### src/rtl/fml_wbuf.sv
// fml_wbuf: posted-write buffer between the Wishbone-to-FML bridge and an FML slave.
// Writes are acknowledged as soon as they land in a small FIFO and are drained
// downstream in order. Reads wait until the FIFO is empty, which preserves
// read-after-write ordering without any forwarding logic.
module fml_wbuf #(
    parameter int fml_depth  = 25,
    parameter int depth_log2 = 2
) (
    input  logic                 sys_clk,
    input  logic                 sys_rst_n,

    input  logic [fml_depth-1:0] s_adr,
    input  logic                 s_stb,
    input  logic                 s_we,
    input  logic [3:0]           s_sel,
    input  logic [31:0]          s_wdat,
    output logic                 s_ack,
    output logic [31:0]          s_rdat,

    output logic [fml_depth-1:0] m_adr,
    output logic                 m_stb,
    output logic                 m_we,
    output logic [3:0]           m_sel,
    output logic [31:0]          m_wdat,
    input  logic                 m_ack,
    input  logic [31:0]          m_rdat,

    output logic                 idle
);

    localparam int ENTRIES = 1 << depth_log2;
    localparam logic [depth_log2:0] FULL_COUNT = (depth_log2 + 1)'(ENTRIES);

    typedef enum logic [1:0] {
        IDLE,
        WDRAIN,
        READ,
        RACK
    } state_t;

    state_t state;

    // Write FIFO storage: one entry is {adr, sel, wdat}.
    logic [fml_depth-1:0] fifo_adr  [ENTRIES];
    logic [3:0]           fifo_sel  [ENTRIES];
    logic [31:0]          fifo_wdat [ENTRIES];

    logic [depth_log2-1:0] wr_ptr;
    logic [depth_log2-1:0] rd_ptr;
    logic [depth_log2:0]   count;

    logic full;
    logic push;
    logic pop;

    // Acceptance looks only at the registered count, so a pop in the same
    // cycle never unblocks a write to a full FIFO. The ~s_ack term makes the
    // master's still-asserted strobe during its ack cycle harmless.
    assign full = (count == FULL_COUNT);
    assign push = s_stb & s_we & ~s_ack & ~full;
    assign pop  = (state == WDRAIN) & m_ack;

    // FIFO payload; contents are meaningless until pointed at, so no reset.
    always_ff @(posedge sys_clk) begin
        if (push) begin
            fifo_adr[wr_ptr]  <= s_adr;
            fifo_sel[wr_ptr]  <= s_sel;
            fifo_wdat[wr_ptr] <= s_wdat;
        end
    end

    // FIFO pointers and occupancy; pointers wrap naturally at 2^depth_log2.
    always_ff @(posedge sys_clk or negedge sys_rst_n) begin
        if (!sys_rst_n) begin
            wr_ptr <= '0;
            rd_ptr <= '0;
            count  <= '0;
        end else begin
            if (push) begin
                wr_ptr <= wr_ptr + 1'b1;
            end
            if (pop) begin
                rd_ptr <= rd_ptr + 1'b1;
            end
            case ({push, pop})
                2'b10:   count <= count + 1'b1;
                2'b01:   count <= count - 1'b1;
                default: count <= count;
            endcase
        end
    end

    // Downstream sequencer with all upstream/downstream outputs registered.
    always_ff @(posedge sys_clk or negedge sys_rst_n) begin
        if (!sys_rst_n) begin
            state  <= IDLE;
            m_adr  <= '0;
            m_stb  <= 1'b0;
            m_we   <= 1'b0;
            m_sel  <= '0;
            m_wdat <= '0;
            s_ack  <= 1'b0;
            s_rdat <= '0;
            idle   <= 1'b1;
        end else begin
            // Write acks follow acceptance by one cycle; the read path
            // overrides this when its data returns.
            s_ack <= push;
            idle  <= (count == '0) && (state == IDLE);

            case (state)
                IDLE: begin
                    // Buffered writes always go first; a read only starts
                    // once nothing is left to drain.
                    if (count != '0) begin
                        m_adr  <= fifo_adr[rd_ptr];
                        m_sel  <= fifo_sel[rd_ptr];
                        m_wdat <= fifo_wdat[rd_ptr];
                        m_we   <= 1'b1;
                        m_stb  <= 1'b1;
                        state  <= WDRAIN;
                    end else if (s_stb && !s_we && !s_ack) begin
                        // sel/wdat are don't-care for reads but mirroring
                        // the upstream keeps them stable for the slave.
                        m_adr  <= s_adr;
                        m_sel  <= s_sel;
                        m_wdat <= s_wdat;
                        m_we   <= 1'b0;
                        m_stb  <= 1'b1;
                        state  <= READ;
                    end
                end

                WDRAIN: begin
                    // Request held stable until the slave takes it; the
                    // return through IDLE leaves a gap between transfers.
                    if (m_ack) begin
                        m_stb <= 1'b0;
                        state <= IDLE;
                    end
                end

                READ: begin
                    if (m_ack) begin
                        s_rdat <= m_rdat;
                        s_ack  <= 1'b1;
                        m_stb  <= 1'b0;
                        state  <= RACK;
                    end
                end

                RACK: begin
                    // s_ack is high during this state for exactly one cycle.
                    state <= IDLE;
                end

                default: begin
                    state <= IDLE;
                end
            endcase
        end
    end

    // Structural invariants of the buffer and its handshakes.
    a_count_bound: assert property (@(posedge sys_clk) disable iff (!sys_rst_n)
        count <= FULL_COUNT);

    a_pop_nonempty: assert property (@(posedge sys_clk) disable iff (!sys_rst_n)
        pop |-> (count != '0));

    a_drain_hold: assert property (@(posedge sys_clk) disable iff (!sys_rst_n)
        (state == WDRAIN && !m_ack) |=>
            (m_stb && $stable(m_adr) && $stable(m_sel) && $stable(m_wdat)));

    a_ack_pulse: assert property (@(posedge sys_clk) disable iff (!sys_rst_n)
        s_ack |=> !s_ack);

endmodule

### config.mk
export PLATFORM = sky130hd
export DESIGN_NAME = fml_wbuf
export DESIGN_NICKNAME = d
export VERILOG_FILES = /design/src/rtl/fml_wbuf.sv
export SDC_FILE = /design/constraint.sdc
export NUM_CORES = 1
export LEC_CHECK = 0
export CORE_ASPECT_RATIO = 0.6
export CORE_MARGIN = 4
export CORE_UTILIZATION = 58
export CTS_CLUSTER_DIAMETER = 100
export DETAILED_ROUTE_END_ITERATION = 16
export PLACE_DENSITY = 0.85
export SYNTH_ARGS = -nofsm -noshare
export SYNTH_HDL_FRONTEND = slang
export SYNTH_SLANG_ARGS = --single-unit
### constraint.sdc
create_clock -name sys_clk -period 6.35 [get_ports sys_clk]
set_input_delay 0.9525 -clock sys_clk [delete_from_list [all_inputs] [get_ports sys_clk]]
set_output_delay 0.9525 -clock sys_clk [all_outputs]
set_load 0.05 [all_outputs]
# [Word-level counts from Yosys, hierarchy flattened]
# Memories as Yosys holds them, arrays and structs flattened.
# Cells that the tools add are included.
[op_classes] add_sub_neg=4 eq_ne=10 muxes=22 n_bitwise=6 n_reduce_logical=16
[op_table] op="2-to-1 mux 32 bit" count=2
[op_table] op="2-to-1 mux 25 bit" count=2
[op_table] op="2-to-1 mux 1 bit" count=9
[op_table] op="2-to-1 mux 2 bit" count=4
[op_table] op="2-to-1 mux 4 bit" count=2
[op_table] op="case mux 2 bit (4 select lines)" count=1
[op_table] op="equality test 2 bit, second input constant" count=3
[op_table] op="case mux 3 bit (2 select lines)" count=1
[op_table] op="AND reduction 3 bit" count=2
[op_table] op="nonzero test 2 bit" count=3
[op_table] op="adder 2 x 1 -> 2 bit, second input constant" count=2
[op_table] op="bitwise AND 1 bit" count=4
[op_table] op="equality test 2 x 1 -> 1 bit, second input constant" count=2
[op_table] op="inequality test 2 bit, second input constant" count=2
[op_table] op="AND reduction 2 bit" count=2
[op_table] op="adder 3 x 1 -> 3 bit, second input constant" count=1
[op_table] op="equality test 3 bit, second input constant" count=1
[op_table] op="logical AND 1 bit" count=3
[op_table] op="zero test 3 bit" count=1
[op_table] op="inequality test 3 x 1 -> 1 bit, second input constant" count=1
[op_table] op="nonzero test 3 bit" count=1
[op_table] op="subtractor 3 x 1 -> 3 bit, second input constant" count=1
[op_table] op="zero test 1 bit" count=2
[op_table] op="zero test 2 bit" count=1
[op_table] op="other kinds (4)" count=5
[totals] ff_bits=106 ram_bits=244 inputBits=98 out_inout_bits=97 elab_cells=73 mem_count=3
[memory_table] memory="fifo_wdat" words=4 word_bits=32 rd=1 rd_clocked_by_memory_dff=0 write_ports=1 line_no="46" rtl="logic [31:0] fifo_wdat [ENTRIES];"
[memory_table] memory="fifo_adr" words=4 word_bits=25 rd=1 rd_clocked_by_memory_dff=0 write_ports=1 line_no="44" rtl="logic [fml_depth-1:0] fifo_adr [ENTRIES];"
[memory_table] memory="fifo_sel" words=4 word_bits=4 rd=1 rd_clocked_by_memory_dff=0 write_ports=1 line_no="45" rtl="logic [3:0] fifo_sel [ENTRIES];"

# [Depth between registers and ports, before layout]
[depth] word_depth=6 depth_mapped=9 depth_no_buf=9

# [Worst setup path after synthesis]
# OpenSTA, ideal clock, no wires.
[synth_timing] path_type="input to register" from="input s_stb" to="memory fifo_adr[0][0] (enable)" setup_time_ps=425 arrival_ps=2816 required_time_ps=5925 slack_ps=3108 cell_stages=3 n_path_buf=0 cell_sequence="nand3b_1 -> a31oi_2 -> and2_1"
[synth_between] elab_chain_len=5
[synth_rtl] item="from (decl)" line_no="13" rtl="input logic s_stb,"
[synth_rtl] item="bitwise AND 1 bit (3 in a row)" line_no="60" rtl="assign push = s_stb & s_we & ~s_ack & ~full;"
[synth_rtl] item="2-to-1 mux 1 bit" line_no="65" rtl="if (push) begin"
[synth_rtl] item="2-to-1 mux 1 bit (not written as such)" line_no="66" rtl="fifo_adr[wr_ptr] <= s_adr;"
[synth_rtl] item="to (decl)" line_no="44"
# No other way between the ends.

# [Worst setup path after layout]
[layout_timing] from="register state[0]" to="register m_adr[5]"
[layout_between] elab_chain_len=2
[layout_rtl] item="from (decl)" line_no="41" rtl="state_t state;"
[layout_rtl] item="from (signal assigned)" line_no="96" rtl="state <= IDLE;"
[layout_rtl] item="from (signal assigned)" line_no="121" rtl="state <= WDRAIN;"
[layout_rtl] item="from (signal assigned)" line_no="130" rtl="state <= READ;"
[layout_rtl] item="zero test 2 bit" line_no="111" rtl="case (state)"
[layout_rtl] item="AND reduction 2 bit (no source line)"
[layout_rtl] item="to (signal assigned)" line_no="116" rtl="m_adr <= fifo_adr[rd_ptr];"
[layout_rtl] item="to (signal assigned)" line_no="125" rtl="m_adr <= s_adr;"
[layout_rtl] item="to (decl)" line_no="20" rtl="output logic [fml_depth-1:0] m_adr,"
# No other way between the ends.
# A chain may end at the register's enable or synchronous reset.

==> results.cfg <==
[critical_path]
r2r_setup_slack_ps = 3400
timing.rr.start = state[0]
cp-start-kind = flop
slowest_delay_ps = 720
worst_path_dominant_cell_family = compound AO/OA/AOI/OAI gates
critPathBufInv = 2
cp-end-kind = flop
worstPathArrival_ps = 3410
r2r_cells = 6
critPathMaxFanout = 65
slowest_stage = o31a_2
worst-setup-path-type = flop to flop
crit_chain = inv_1 -> ha_4 -> o31a_2 -> buf_4 -> nand2_1 -> o211ai_1
worstPathRequired_ps = 6810
r2r_end = m_adr[5]

[place]
dpl_cell_area_sq_um = 15900
post-place-ws_ps = 2990
io_buffers = 194
place.gp.congestion = 0.770
hpwl_mm = 18.5
place_inst = 1265

[detailed_routing]
ant_nets = 0
post_drt_wl_per_cell_microns = 23.6
drtIter0Drc = 775
drt-pass1-iter-count = 7
dr_total_vias = 7984
vias_per_cell = 6.05
drc = 0
wl_mm = 31.2

[layout]
final_area_sq_um = 16800
multi_input_area_sq_um = 3470
finalNetCount = 1091
diodes = 0
regArea_sq_um = 9990
area_growth_syn_to_layout_pct = 23.3
fin_cells = 1320
nFillCells = 1380
final_layout_size_suffix_gt1_frac = 0.162

[power]
p_switching_w = 0.00340
comb_power_share = 0.414
p_int_w = 0.00530
seqPwrFrac = 0.382
total_power_w = 0.00870
peakVddDrop_v = 0.000345
p_clk_frac = 0.204
power.leakage_nw = 5.93
p_sw_frac = 0.391
power_density_nw_per_um2 = 517

[timing]
slew_violations = 0
grt_setup_unrepaired = no
setup_viol = 0
finClkSkew_ps = 5.78
fmax_mhz = 338
max-slew-margin-rel = 0.357
tightest_slew_ps = 964
period_share = 0.465
hold_violations = 0
setup_slack_ps = 3400
tns_ps = 0
fin_crit_ps = 2950

[yosys]
synth_commonest_cells = edfxtp_1 (244), nand2_1 (128), dfrtp_1 (105)
synth.most_common_cell = edfxtp_1
synth-seq-cells = 350
ys_types = 36
synth.avg_cell_area_sq_um = 17.1
synth_top_area_cell = edfxtp_1
synth-edff-count = 244
synthArstFlopShare = 0.303
synthTopCellsByArea = edfxtp_1 (54%), dfrtp_1 (19%), mux4_2 (10%)
syn_area_sq_um = 13700
synth_top_area_frac = 0.537
synth_ff_type = edfxtp_1
synth_cells = 799
yosys_warnings = 0
yosysSeqAreaShare = 0.731
synth.net_count = 908

[job]
drv_cap = 0

[hold_path]
hold_class = input port to async pin

[cts]
cts_buffers = 30
worst_skew_pair.late_latency_ps = 550
h-tree-depth = 1
cts.sink_count = 350
root_buffer = clkbuf_16
cts_setup_buffers = 0
clk_pin_slew_ps = 70
cts_tree = done
cts_buffer_depth = 3
ctsResizeCount = 0
hold_buffers = 0

[global_routing]
grt_pass1_vias = 8285
grt_max_degree = 66
overflow = 0
grt_antenna_before_repair = 1
grt_pass1_wl_mm = 48.8
grt_usage = 0.243

[floorplanning]
coreArea_sq_um = 23100
die-area_sq_um = 26100
die_w_microns = 206
die_y_microns = 127
io_pins = 195
row_count = 43
initial_utilization = 0.590

[run_status]
status = completed
power by group through the flow:
| stage | registers (W) | clock network, W | logic (W) |
|---|---|---|---|
| after CTS | 0.00333 | 0.00180 | 0.00362 |
| after detailed placement | 0.00336 | 0 | 0.00359 |
| after global placement | 0.00334 | 0 | 0.00352 |
| final | 0.00332 | 0.00178 | 0.00360 |
| after floorplan | 0.00423 | 0 | 0.00153 |
| after global routing | 0.00338 | 0.00191 | 0.00384 |
final cells by class:
cell class                      instances  share of cell area
Sequential cell                       350               0.593
Multi-Input combinational cell        389               0.206
Timing Repair Buffer                  201               0.118
Clock buffer                           35              0.0476
Tap cell                              315              0.0234
Clock inverter                         20             0.00899
Inverter                               10             0.00223
cell families (layout without fill, tap and decap cells):
logic type	after synthesis	count (layout)	share of synthesized area
XOR/XNOR	6	6	0.00385
buffers and inverters	60	266	0.0189
adder cells (fa/ha/maj)	11	11	0.0106
multiplexers	97	97	0.130
flip-flops	350	350	0.731
AND/OR/NAND/NOR	206	206	0.0656
AO/OA/AOI/OAI	69	69	0.0400
worst max path at each step:
stage | startpoint | end | slack [ps] | cells after the start
2_1_floorplan | s_stb | fifo_adr[0][0] | 3110 | 3
3_3_place_gp | s_stb | fifo_sel[0][2] | 3100 | 4
3_5_place_dp | s_stb | fifo_adr[2][15] | 2990 | 4
4_1_cts | state[0] | m_wdat[18] | 3430 | 6
5_1_grt | state[0] | m_sel[2] | 3210 | 6
6_report | state[0] | m_adr[5] | 3400 | 6
worst reg2reg max path: stages, from the launching register on:
cell and delay [ps]:
dfrtp_1 410, inv_1 170, ha_4 710, o31a_2 740, buf_4 550, nand2_1 150, o211ai_1 120
state kept, by name, indices dropped and copies added, names as in the netlist, 2 cells and up:
name       cells
fifo_wdat    128
fifo_adr     100
m_wdat        32
s_rdat        32
m_adr         25
fifo_sel      16
m_sel          4
count          3
rd_ptr         2
state          2
wr_ptr         2
cell usage in the layout, fill, tap and decap left out, types with 2 or more instances in the layout:
master | Yosys | final
clkbuf_16 | 0 | 31
mux2_2 | 33 | 33
clkdlybuf4s50_1 | 0 | 193
and2_4 | 0 | 4
buf_4 | 6 | 8
xnor2_1 | 3 | 3
bufinv_16 | 0 | 2
nor2_1 | 5 | 5
clkinv_1 | 0 | 7
xor2_1 | 3 | 3
mux2i_1 | 2 | 2
nand2_1 | 128 | 127
clkinv_2 | 0 | 6
o211ai_1 | 61 | 61
mux4_2 | 61 | 61
dfrtp_1 | 105 | 103
dfrtp_4 | 0 | 2
inv_1 | 10 | 10
clkbuf_1 | 30 | 3
nand3_1 | 61 | 61
edfxtp_1 | 244 | 244
clkinvlp_4 | 0 | 4
ha_1 | 10 | 9
per-layer routing:
metal	track usage	vias to the layer above	routed length, microns
li1	-	3428	-
met1	0.379	4043	13200
met2	0.357	454	13800
met3	0.0606	57	3560
met4	0.0496	2	591
met5	0	-	14
stage by stage:
step	util	hold slack (ps)
after floorplan	-	522
after CTS	0.728	477
after global routing	0.728	496
after global placement	0.686	464
after detailed placement	0.686	472
final	0.728	462
Note: power is estimated with default switching activity, not from simulation.
